===== src/rtl/stash_arbiter.sv =====
// stash_arbiter
// Arbitrates three write sources (manual button, split capture, periodic
// auto-log) and a read-pointer advance request onto a single stash port.
// Every access is a one-cycle strobe followed by GAP_CYCLES idle cycles.
//
// Ports
//   clk, reset      : system clock, synchronous active-high reset
//   req_manual      : pulse, write time_reading
//   req_split       : pulse, write split_time
//   auto_en         : level, enables the periodic auto-log timer
//   count_enabled   : level, auto timer advances only while high
//   time_reading    : 8-bit {dasec, sec}
//   split_time      : 8-bit captured split value
//   req_next        : pulse, request a stash read-pointer advance
//   stash_data      : write data, holds the last granted value
//   stash_valid     : one-cycle write strobe
//   stash_next      : one-cycle read-advance strobe
//   pending         : pending write flags {auto, split, manual}
//   drop_count      : saturating count of dropped write requests
//   busy            : high while an access or its gap is in progress
module stash_arbiter #(
  parameter int AUTO_PERIOD = 100000000,
  parameter int GAP_CYCLES  = 2
) (
  input  logic       clk,
  input  logic       reset,
  input  logic       req_manual,
  input  logic       req_split,
  input  logic       auto_en,
  input  logic       count_enabled,
  input  logic [7:0] time_reading,
  input  logic [7:0] split_time,
  input  logic       req_next,
  output logic [7:0] stash_data,
  output logic       stash_valid,
  output logic       stash_next,
  output logic [2:0] pending,
  output logic [7:0] drop_count,
  output logic       busy
);

  localparam int AW = (AUTO_PERIOD > 1) ? $clog2(AUTO_PERIOD) : 1;
  localparam logic [AW-1:0] AUTO_LAST = AW'(AUTO_PERIOD - 1);
  localparam int GW = (GAP_CYCLES > 1) ? $clog2(GAP_CYCLES) : 1;
  localparam logic [GW-1:0] GAP_LAST = (GAP_CYCLES > 0) ? GW'(GAP_CYCLES - 1) : '0;

  typedef enum logic [1:0] {IDLE, GRANT, GAP} state_t;

  state_t          state_q, state_d;
  logic [GW-1:0]   gap_cnt_q, gap_cnt_d;
  logic [AW-1:0]   auto_cnt_q, auto_cnt_d;
  logic [2:0]      pend_q, pend_d;
  logic            next_pend_q, next_pend_d;
  logic [1:0]      rr_q, rr_d;
  logic [2:0][7:0] data_q, data_d;
  logic [1:0]      grant_idx_q, grant_idx_d;
  logic [7:0]      stash_data_q, stash_data_d;
  logic            valid_q, valid_d;
  logic            next_q, next_d;
  logic [7:0]      drop_q, drop_d;

  logic            auto_req;
  logic [2:0]      pulse;
  logic [2:0][7:0] src_data;
  logic [2:0]      granted_mask;
  logic [2:0]      drop;
  logic [1:0]      n_drop;
  logic [8:0]      drop_sum;
  logic [1:0]      sel;

  // First pending source after 'last' in the cyclic order 0 -> 1 -> 2 -> 0.
  function automatic logic [1:0] rr_pick(input logic [2:0] req, input logic [1:0] last);
    logic [1:0] idx;
    logic       found;
    rr_pick = 2'd0;
    idx     = last;
    found   = 1'b0;
    for (int k = 0; k < 3; k++) begin
      idx = (idx == 2'd2) ? 2'd0 : idx + 2'd1;
      if (!found && req[idx]) begin
        rr_pick = idx;
        found   = 1'b1;
      end
    end
  endfunction

  // Auto-log timer and request capture
  always_comb begin
    auto_req   = 1'b0;
    auto_cnt_d = auto_cnt_q;
    if (!auto_en) begin
      auto_cnt_d = '0;
    end else if (count_enabled) begin
      if (auto_cnt_q == AUTO_LAST) begin
        auto_cnt_d = '0;
        auto_req   = 1'b1;
      end else begin
        auto_cnt_d = auto_cnt_q + 1'b1;
      end
    end

    pulse       = {auto_req, req_split, req_manual};
    src_data[0] = time_reading;
    src_data[1] = split_time;
    src_data[2] = time_reading;

    // A source being written this cycle may re-arm without counting a drop.
    granted_mask = (state_q == GRANT && valid_q) ? (3'b001 << grant_idx_q) : 3'b000;

    drop   = '0;
    pend_d = pend_q & ~granted_mask;
    data_d = data_q;
    for (int s = 0; s < 3; s++) begin
      if (pulse[s]) begin
        if (pend_q[s] && !granted_mask[s]) begin
          drop[s] = 1'b1;
        end else begin
          pend_d[s] = 1'b1;
          data_d[s] = src_data[s];
        end
      end
    end

    n_drop   = {1'b0, drop[0]} + {1'b0, drop[1]} + {1'b0, drop[2]};
    drop_sum = {1'b0, drop_q} + {7'b0, n_drop};
    drop_d   = drop_sum[8] ? 8'hFF : drop_sum[7:0];

    next_pend_d = next_pend_q;
    if (state_q == GRANT && next_q) begin
      next_pend_d = 1'b0;
    end else if (req_next) begin
      next_pend_d = 1'b1;
    end
  end

  // Arbitration FSM
  always_comb begin
    state_d      = state_q;
    gap_cnt_d    = gap_cnt_q;
    valid_d      = 1'b0;
    next_d       = 1'b0;
    grant_idx_d  = grant_idx_q;
    rr_d         = rr_q;
    stash_data_d = stash_data_q;
    sel          = rr_pick(pend_q, rr_q);
    case (state_q)
      IDLE: begin
        if (next_pend_q) begin
          state_d = GRANT;
          next_d  = 1'b1;
        end else if (|pend_q) begin
          state_d      = GRANT;
          valid_d      = 1'b1;
          grant_idx_d  = sel;
          // Data is captured here so a same-source pulse during GRANT
          // cannot change the value being written.
          stash_data_d = data_q[sel];
        end
      end
      GRANT: begin
        if (valid_q) rr_d = grant_idx_q;
        gap_cnt_d = '0;
        state_d   = (GAP_CYCLES > 0) ? GAP : IDLE;
      end
      GAP: begin
        if (gap_cnt_q == GAP_LAST) begin
          state_d = IDLE;
        end else begin
          gap_cnt_d = gap_cnt_q + 1'b1;
        end
      end
      default: state_d = IDLE;
    endcase
  end

  always_ff @(posedge clk) begin
    if (reset) begin
      state_q      <= IDLE;
      gap_cnt_q    <= '0;
      auto_cnt_q   <= '0;
      pend_q       <= '0;
      next_pend_q  <= 1'b0;
      rr_q         <= 2'd2;
      data_q       <= '0;
      grant_idx_q  <= '0;
      stash_data_q <= '0;
      valid_q      <= 1'b0;
      next_q       <= 1'b0;
      drop_q       <= '0;
    end else begin
      state_q      <= state_d;
      gap_cnt_q    <= gap_cnt_d;
      auto_cnt_q   <= auto_cnt_d;
      pend_q       <= pend_d;
      next_pend_q  <= next_pend_d;
      rr_q         <= rr_d;
      data_q       <= data_d;
      grant_idx_q  <= grant_idx_d;
      stash_data_q <= stash_data_d;
      valid_q      <= valid_d;
      next_q       <= next_d;
      drop_q       <= drop_d;
    end
  end

  // Strobes are masked by reset so an aborted access never reaches the stash.
  assign stash_valid = valid_q & ~reset;
  assign stash_next  = next_q & ~reset;
  assign stash_data  = stash_data_q;
  assign pending     = pend_q;
  assign drop_count  = drop_q;
  assign busy        = (state_q != IDLE);

endmodule

===== config.mk =====
export PLATFORM = sky130hd
export DESIGN_NAME = stash_arbiter
export DESIGN_NICKNAME = d
export VERILOG_FILES = /design/src/rtl/stash_arbiter.sv
export SDC_FILE = /design/constraint.sdc
export NUM_CORES = 1
export LEC_CHECK = 0
export ABC_CLOCK_PERIOD_IN_PS = 5000
export BUFFER_PORTS_ARGS = -buffer_cell sky130_fd_sc_hd__buf_4
export CORE_UTILIZATION = 62
export CTS_CLUSTER_DIAMETER = 120
export DETAILED_ROUTE_END_ITERATION = 6
export GPL_TIMING_DRIVEN = 0
export PLACE_DENSITY = 0.9
export SETUP_SLACK_MARGIN = 0.15
export SYNTH_ARGS = -nofsm -noshare
export SYNTH_HDL_FRONTEND = slang
export SYNTH_SLANG_ARGS = --single-unit

===== constraint.sdc =====
create_clock -name clk -period 5 [get_ports clk]
set_input_delay 0.75 -clock clk [delete_from_list [all_inputs] [get_ports clk]]
set_output_delay 0.75 -clock clk [all_outputs]
set_load 0.02 [all_outputs]

Word-level counts from Yosys, hierarchy flattened:

Index checks and enable logic that the tools add are counted.

* shifts and indexed selects: 1
* equal/unequal tests: 8
* multiply operators: 0
* div/mod/pow operators: 0
* reductions and logical operators: 26
* multiplexer cells: 42
* $lt $le $gt $ge: 4
* bitwise gates (word level): 11
* add/subtract/negate cells: 8

Operators with widths (number)
* adder 27 x 1 -> 27 bit, second input constant: 1
* equality test 27 bit, second input constant: 1
* two-way mux 27 bit: 1
* two-way mux 1 bit: 23
* two-way mux 2 bit: 9
* binary-select mux 8 bit (select 2 bit): 1
* two-way mux 8 bit: 2
* less-than comparator 2 x 3 -> 1 bit, second input constant: 4
* AND reduction 2 bit: 5
* adder 8 x 2 -> 9 bit: 1
* equality test 2 bit, second input constant: 4
* logical AND 1 bit: 7
* inverter 1 bit: 7
* adder 2 x 1 -> 2 bit, second input constant: 3
* binary-select mux 1 bit (select 2 bit): 3
* one-hot mux 2 bit (3 select lines): 1
* OR reduction 2 bit: 3
* OR reduction 3 bit: 2
* zero test 1 bit: 5
* nonzero test 2 bit: 2
* bitwise AND 3 bit: 1
* two-way mux 3 bit: 1
* inequality test 3 bit, second input constant: 1
* inverter 3 bit: 1
* other kinds (10): 11

* bits in latches: 0
* output and inout port bits: 22
* input port bits: 23
* memory bits (read-only): 0
* bits in writable memories: 0
* memories kept: 0
* flip-flop bits (word level): 80

Depth between registers and ports, before layout:

Gate-level depths: netlist of the first run.

* word-level depth: 13
* gate-level depth with buffers: 13
* gate-level depth less buffers: 13

Worst setup path after synthesis of the first run:

Ideal clock, no wire load.

* path kind: input to register
* start point: in count_enabled
* end point: reg drop_q[6] (netlist: drop_count[6])
* path buffers: 0
* arrival: 3501 ps
* library setup time: 128 ps
* required time: 4872 ps
* slack: 1372 ps
* stages on the path: 12
* path through: nand4_1 nor4_1 nand2_1 or2_2 fa_1 inv_1 ha_1 fa_1 and3_1 nand3_1 mux2i_1 nor2_1

* longest elaborated chain between the ends: 6

RTL lines
* start: declaration: line 30 `input logic count_enabled,`
* two-way mux 1 bit: line 93 `end else if (count_enabled) begin`
* two-way mux 1 bit: line 91 `if (!auto_en) begin`
* two-way mux 1 bit: line 114 `if (pulse[s]) begin`
* adder 2 x 1 -> 2 bit: line 124 `n_drop = {1'b0, drop[0]} + {1'b0, drop[1]} + {1'b0, drop[2]};`
* adder 8 x 2 -> 9 bit: line 125 `drop_sum = {1'b0, drop_q} + {7'b0, n_drop};`
* two-way mux 8 bit: line 126 `drop_d = drop_sum[8] ? 8'hFF : drop_sum[7:0];`
* end signal: assignment: line 202 `drop_q <= drop_d;`
* end: declaration: line 60 `logic [7:0] drop_q, drop_d;`

No other way between the ends.
A chain may end at the register's enable or synchronous reset.

Worst setup path in the final report of the first run:

* start point: reg auto_cnt_q[0]
* end point: reg drop_q[6] (netlist: drop_count[6])

* longest elaborated chain between the ends: 8

RTL lines
* start: declaration: line 51 `logic [AW-1:0] auto_cnt_q, auto_cnt_d;`
* start signal: assignment: line 193 `auto_cnt_q <= auto_cnt_d;`
* equality test 27 bit: line 94 `if (auto_cnt_q == AUTO_LAST) begin`
* two-way mux 1 bit: line 94
* two-way mux 1 bit: line 93
* two-way mux 1 bit: line 91
* two-way mux 1 bit: line 114
* adder 2 x 1 -> 2 bit: line 124
* adder 8 x 2 -> 9 bit: line 125
* two-way mux 8 bit: line 126

No other way between the ends.

==> out/results.tsv, run 1 <==
metric	value	unit
post-synthesis xor/xnor area fraction	6.74	%
H-tree depth	3	
gr busiest metal	met2	
vias in the first global route	2883	
FMAX	0.257	GHz
Crit. End Element	flip-flop	
count of final hold-check violations	0	
Synth top area share	44.0	%
post-synthesis sequential area ratio	44.0	%
post-synthesis instance area	3640	um^2
Setup CP Type	reg2reg	
Fill cells	405	
main combinational cell family by area after synthesis	simple AND/OR/NAND/NOR gates	
largest net degree at the start of global routing	14	
Worst Path Arrival	4.11	ns
status	finished, final reports clean	
Max Cap Viol	0	
Seq. cell area	1600	um^2
Synth Area in Simple Gates	25.5	%
Slew headroom	32.6	%
DRC violations left	0	
clock sink count	80	
NumNets Final	474	
GPL Wtd Cong	0.900	
adder-cell share of the synthesized area	3.85	%
Hold-fix buffers, CTS	0	
FP Rows	27	
via count	2947	
async set or reset register ratio after synthesis	0	%
Core Box Area	5570	um^2
worst slew pin tran	1.00	ns
Fin Clk Skew	0.0107	ns
flops & latches, synth	80	
Max Fanout on Critical Path	5	
clock latency on the worst-skew pair	0.36	ns
CTS resizes	0	
Synth Net Count	419	
Final Max Slew Viols	0	
# Post-CTS Setup Buffers	0	
Post-synth top flop	dfxtp_1	
EDFF count, synth	0	
number of CTS-inserted buffers	9	
clock root cell	clkbuf_8	
initial antenna violation count	0	
average routed wire per standard cell	15.9	um
type of origin of the critical path	flip-flop	
TritonRoute pass-1 iters	4	
clk slew on worst S/H paths	0.08	ns
VDD IR max	0.211	mV
Mapped Cells	386	
Tot Pwr	1.40	mW
RSZ-0062 raised after global routing	false	
power per standard cell area	326	nW/um^2
initial drt markers	177	
Leakage	1.89	nW
Worst EP required	5.22	ns
IO Port Bufs	44	
antenna cell count	0	
Multi-input gate area	1910	um^2
Final Critical Period	3.89	ns
routed wire length	8220	um
Synth area leaders	dfxtp_1 44%, mux2i_1 7.7%, nor2_1 6.7%	
Synth Area in Compound Gates	6.12	%
synth cell count leaders	80 x dfxtp_1, 65 x nor2_1, 28 x mux2i_1	
WHS	0.452	ns
post-synth cell types	45	
share of layout cells above drive strength 1	19.3	%
first-pass GRT wire length	13300	um
total grt overflow	0	
met3 Usage GRT	4.53	%
I/O pin count	45	
syn avg cell area	9.43	um^2
Avg Vias per Cell	5.69	
area leader, netlist	dfxtp_1	
Synth Warn #	0	
Final period util	77.8	%
Starting Density	65.3	%
antenna-violating nets left	0	
most common cell in the netlist	dfxtp_1	
Total GRT Usage	28.5	%
Longest Clk Path Bufs	2	
Area Overhead vs Synth	17.6	%
Die H	78.6	um
met1 global-route usage	33.8	%
final setup TNS	0	ns
Die X	78.6	um
detailed placer's ending HPWL	5690	um
met2 GRT Util	48.4	%
Die ar.	6180	um^2
final setup fails	0	
multiplexer share of the synthesized area	10.2	%
flop-to-flop setup slack	1.11	ns
Min-Delay Path Class	reg2reg	
CTS tree	yes	
==> cell families after synthesis <==
| family | count (synthesis) |
|---|---|
| DFF | 80 |
| adders and majority gates | 10 |
| buffers and inverters | 25 |
| xor gates and xnor gates | 28 |
| and+or+nand+nor | 172 |
| muxes | 36 |
| AOI/OAI and AO/OA | 35 |
==> worst max-delay path, cell delays in order (launching register included) <==
cell,delay (ns)
dfxtp_1,0.37
ha_1,0.18
nand4_1,0.25
nor4_1,0.72
nand2_1,0.15
or2_2,0.32
fa_1,0.48
inv_1,0.04
ha_1,0.22
fa_1,0.41
and3_1,0.25
nand3_1,0.12
mux2i_1,0.19
nor2_1,0.06
==> cell type report <==
class	count	area share (%)
multi-input combinational	281	44.6
sequential	80	37.4
timing repair buffer	44	7.71
clock buffer	11	3.30
tap	72	2.10
buffer	12	1.90
clock inverter	5	1.87
inverter	13	1.14
==> worst paths after layout <==
check	cells after the start	endpoint	start
hold reg to reg	1	next_pend_q	next_q
setup reg to reg	13	drop_count[6]	auto_cnt_q[0]
setup / recovery	13	drop_count[6]	auto_cnt_q[0]
hold / removal	1	next_pend_q	next_q
==> placed cells by master, fill, tap and decap left out, drive strengths merged, types with 4 or more instances in the layout <==
| master | synthesis | layout |
|---|---|---|
| xor2 | 10 | 10 |
| or2 | 4 | 4 |
| ha | 8 | 8 |
| and4 | 11 | 11 |
| clkbuf | 7 | 18 |
| a21oi | 17 | 17 |
| nand3 | 17 | 17 |
| nor4 | 5 | 5 |
| inv | 13 | 13 |
| nand2 | 17 | 17 |
| xnor2 | 18 | 18 |
| nor2 | 69 | 69 |
| mux2 | 8 | 8 |
| a211o | 8 | 8 |
| mux2i | 28 | 28 |
| dfxtp | 80 | 80 |
| nor3 | 6 | 6 |
| nand4 | 7 | 7 |
| and3 | 20 | 20 |
| buf | 5 | 49 |
| nand2b | 4 | 4 |
| nor2b | 6 | 6 |
==> metrics by stage <==
| step | setup WS, ns | utilization [%] | cells | instance area [um^2] |
|---|---|---|---|---|
| after floorplan | 1.37 | - | 386 | 3640 |
| after global placement | 0.936 | 72.8 | 502 | 4060 |
| after detailed placement | 0.838 | 72.8 | 502 | 4060 |
| after CTS | 1.10 | 76.8 | 518 | 4280 |
| after global routing | 0.891 | 76.8 | 518 | 4280 |
| final | 1.11 | 76.8 | 518 | 4280 |
==> routing by layer <==
| metal | vias to the layer above | routed length [um] | part of all wire, % |
|---|---|---|---|
| li1 | 1446 | - | - |
| met1 | 1407 | 3590 | 44 |
| met2 | 76 | 4080 | 50 |
| met3 | 18 | 351 | 4.3 |
| met4 | 0 | 205 | 2.5 |
| met5 | - | 0 | 0 |
==> sequential cells by signal, indices dropped and copies added (netlist names), 2 cells and up <==
register,flops
pending,3
grant_idx_q,2
rr_q,2
data_q,24
state_q,2
auto_cnt_q,27
drop_count,8
stash_data,8
==> report_power, final <==
part	total, mW	leakage (nW)	internal [mW]	switching, mW
logic	0.190	1.14	0.0783	0.111
clock network	0.529	0.106	0.294	0.235
registers	0.679	0.649	0.661	0.0174
Power figures use the tool's default switching activity.
==> run 2, diff against run 1 <==
Settings changed: ABC_AREA from default to 1, ABC_CLOCK_PERIOD_IN_PS 5000 to 3500, CORE_UTILIZATION 62 to 53, PLACE_DENSITY 0.9 to 0.82.
Clock period 5 ns to 3.5 ns, I/O delays scaled along.
==> run 2 against run 1 <==
Effect of this change:
- clock power rose by 44%
- critical path depth grew 3
- setup slack lost 0.75 ns
- via count up 26%
- core utilization fell by 12 points
- sequential share of layout area shrank 3.7 points
- wire length increased by 14%
- critical endpoint is now drop_count[5]
- largest power group unchanged
- highest routed layer unchanged
==> out/results.tsv, run 2 <==
metric	value	unit	change
Synth Area in Simple Gates	32.8	%	+7.3 points
biggest regs	auto_cnt_q (27), data_q (24)		
Final Max Slew Viols	0		unchanged
Fin Clk Skew	0.00969	ns	-0.00101 ns
antenna-violating nets left	0		unchanged
most common cell in the netlist	nor2_1		
TritonRoute pass-1 iters	5		+1
worst slew pin tran	0.517	ns	-0.486 ns
flops & latches, synth	80		unchanged
final setup TNS	0	ns	unchanged
initial antenna violation count	0		unchanged
clock root cell	clkbuf_8		
CP peak stage delay	0.51	ns	-0.21 ns
first-pass GRT wire length	15000	um	+12%
Total GRT Usage	24.7	%	-3.8 points
Synth Warn #	0		unchanged
power per standard cell area	488	nW/um^2	+50%
Synth area leaders	dfxtp_1 40%, nor2_1 8.2%, nand2_1 7.7%		
total grt overflow	0		unchanged
worst r2r path cells	16		+3
Post-synth top flop	dfxtp_1		
largest net degree at the start of global routing	14		unchanged
area leader, netlist	dfxtp_1		
Max Fanout on Critical Path	5		unchanged
multiplexer share of the synthesized area	0	%	-10 points
Worst EP required	3.75	ns	-1.47 ns
Largest Register	auto_cnt_q		
antenna cell count	0		unchanged
Synth Net Count	584		+39%
worst path buffer plus inverter count	4		+3
Min-Delay Path Class	in2reg		
count of final hold-check violations	0		unchanged
Die H	89.4	um	+14%
commonest non-fill, non-tap cell in the layout	nor2_1		
clock sink count	80		unchanged
Crit path top cell by count	inv_1		
post-synthesis sequential area ratio	39.5	%	-4.5 points
Seq. cell area	1600	um^2	unchanged
RSZ-0062 raised after global routing	false		
FP Rows	31		+15%
status	finished, final reports clean		
Synth Area in Compound Gates	12.8	%	+6.7 points
crit path cell chain	inv_1, ha_1, nand2_1, inv_1, a31oi_2, nand2_1, fa_1, inv_1, ha_1, fa_1, nand3_2, nor3_4, nand2_1, nor2_2, o21ai_0, inv_1		
Slew headroom	65.5	%	+33 points
EDFF count, synth	0		unchanged
Avg Vias per Cell	5.25		-7.8%
post-synthesis instance area	4050	um^2	+11%
CTS tree	yes		
clk slew on worst S/H paths	0.08	ns	about the same
detailed placer's ending HPWL	7020	um	+23%
flop-to-flop setup slack	0.35	ns	-0.75 ns
Starting Density	55.2	%	-10 points
number of flip-flops in the largest register	27		unchanged
CP top delay family	adder cells		
commonest non-fill, non-tap cells in the layout	87 x nor2_1, 83 x nand2_1, 80 x dfxtp_1, 72 x inv_1, 43 x buf_4		
clock latency on the worst-skew pair	0.36	ns	about the same
Core Box Area	7330	um^2	+32%
post-synthesis xor/xnor area fraction	2.38	%	-4.4 points
vias in the first global route	3401		+18%
Synth top area share	39.5	%	-4.5 points
number of CTS-inserted buffers	9		unchanged
GPL Wtd Cong	0.877		-2.5%
average routed wire per standard cell	13.3	um	-16%
VDD IR max	0.328	mV	+55%
Worst Path Arrival	3.40	ns	-0.71 ns
Longest Clk Path Bufs	2		unchanged
final setup fails	0		unchanged
routed wire length	9410	um	+14%
adder-cell share of the synthesized area	3.46	%	-0.39 points
Setup CP Type	reg2reg		
Fill cells	645		+59%
worst r2r dst	drop_count[5]		
Max Cap Viol	0		unchanged
synth cell count leaders	88 x nor2_1, 83 x nand2_1, 80 x dfxtp_1		
Worst Hold Launch	time_reading[7]		
Area Overhead vs Synth	17.2	%	
H-tree depth	3		unchanged
syn avg cell area	7.35	um^2	-22%
Hold EP	data_q[23]		
DRC violations left	0		unchanged
Final Critical Period	3.15	ns	-0.746 ns
async set or reset register ratio after synthesis	0	%	unchanged
NumNets Final	638		+35%
post-layout util	64.8	%	-12 points
initial drt markers	181		+2.3%
Leakage	2.03	nW	+7.2%
Mapped Cells	551		+43%
Die X	89.4	um	+14%
FMAX	0.318	GHz	+24%
Multi-input gate area	2110	um^2	+11%
IO Port Bufs	43		-2.3%
type of origin of the critical path	flip-flop		
critical path's slowest cell	fa_1		
main combinational cell family by area after synthesis	simple AND/OR/NAND/NOR gates		
via count	3720		+26%
hold-critical path depth	3		+2
Crit. End Element	flip-flop		
post-synth cell types	41		-8.9%
Final period util	89.9	%	+12 points
RR Startpoint	state_q[1]		
I/O pin count	45		unchanged
share of layout cells above drive strength 1	18.9	%	-0.43 points
Die ar.	8000	um^2	+29%
-- run 2: changes by cell type in the layout (fill, tap and decap cells not counted), sizes merged, moves of 14 or more --
cell / previous run / this run
mux2i: 28 / 0
xnor2: 18 / 4
o21ai: 2 / 35
nand2: 17 / 88
a21oi: 17 / 43
inv: 13 / 79
nor2: 69 / 100
nand3: 17 / 36
and3: 20 / 0
-- run 2: how the worst max path moves through the flow --
stage,cells after the start,startpoint,end
4_1_cts,16,auto_cnt_q[0],drop_count[3]
5_1_grt,16,state_q[1],drop_count[3]
6_report,16,state_q[1],drop_count[5]
3_3_place_gp,16,count_enabled,drop_count[4]
2_1_floorplan,16,auto_cnt_q[0],drop_count[4]
3_5_place_dp,16,count_enabled,drop_count[2]
-- run 2: cell type report --
class / count / share of cell area [%]
clock buffers: 11 / 2.98
flip-flops and latches: 80 / 33.7
repair buffers: 43 / 6.80
clock inverters: 5 / 1.69
plain buffers: 12 / 1.37
inverters: 79 / 6.30
multi-input cells: 380 / 44.5
well taps: 99 / 2.61
-- run 2: repair_timing --
item	CTS	global route
setup endpoints to repair	0	6
endpoints found under the hold margin	0	0
hold buffers	0	0
buffers inserted	0	0
resized for setup	0	6
-- run 2: routing by layer --
metal | track usage [%] | routed length (um) | up-vias
met5 | 0 | 0 | -
met4 | 9.67 | 152 | 0
met3 | 5.54 | 524 | 15
met2 | 42.0 | 4560 | 98
met1 | 30.3 | 4170 | 1722
li1 | - | - | 1885
-- run 2: metrics by stage --
stage | instances | power [mW] | setup slack, ns | cell area, um^2 | hold slack (ns)
floorplan | 551 | 1.40 | 0.669 | 4050 | 0.410
global placement | 693 | 1.55 | 0.285 | 4500 | 0.421
detailed placement | 693 | 1.57 | 0.210 | 4500 | 0.431
CTS | 709 | 2.32 | 0.231 | 4720 | 0.396
global route | 709 | 2.42 | 0.119 | 4750 | 0.398
finish | 709 | 2.32 | 0.355 | 4750 | 0.402
-- run 2: logic make-up (layout without fill, tap and decap cells) --
| logic type | Yosys count | after routing |
|---|---|---|
| simple gates | 268 | 268 |
| compound gates | 91 | 91 |
| buf+inv | 91 | 150 |
| flops | 80 | 80 |
| xor+xnor | 11 | 11 |
| fa+ha+maj | 10 | 10 |
-- run 2: tightest hold or removal path, delay by kind of cell --
| kind | cells | cell delay (ns) |
|---|---|---|
| buf+inv | 1 | 0.09 |
| simple gates | 2 | 0.12 |
-- run 2: power breakdown --
group / internal (mW) / leakage [nW] / total (mW) / switching, mW
Sequential: 0.984 / 0.652 / 1.03 / 0.0450
Combinational: 0.199 / 1.27 / 0.529 / 0.329
Clock: 0.420 / 0.106 / 0.762 / 0.342
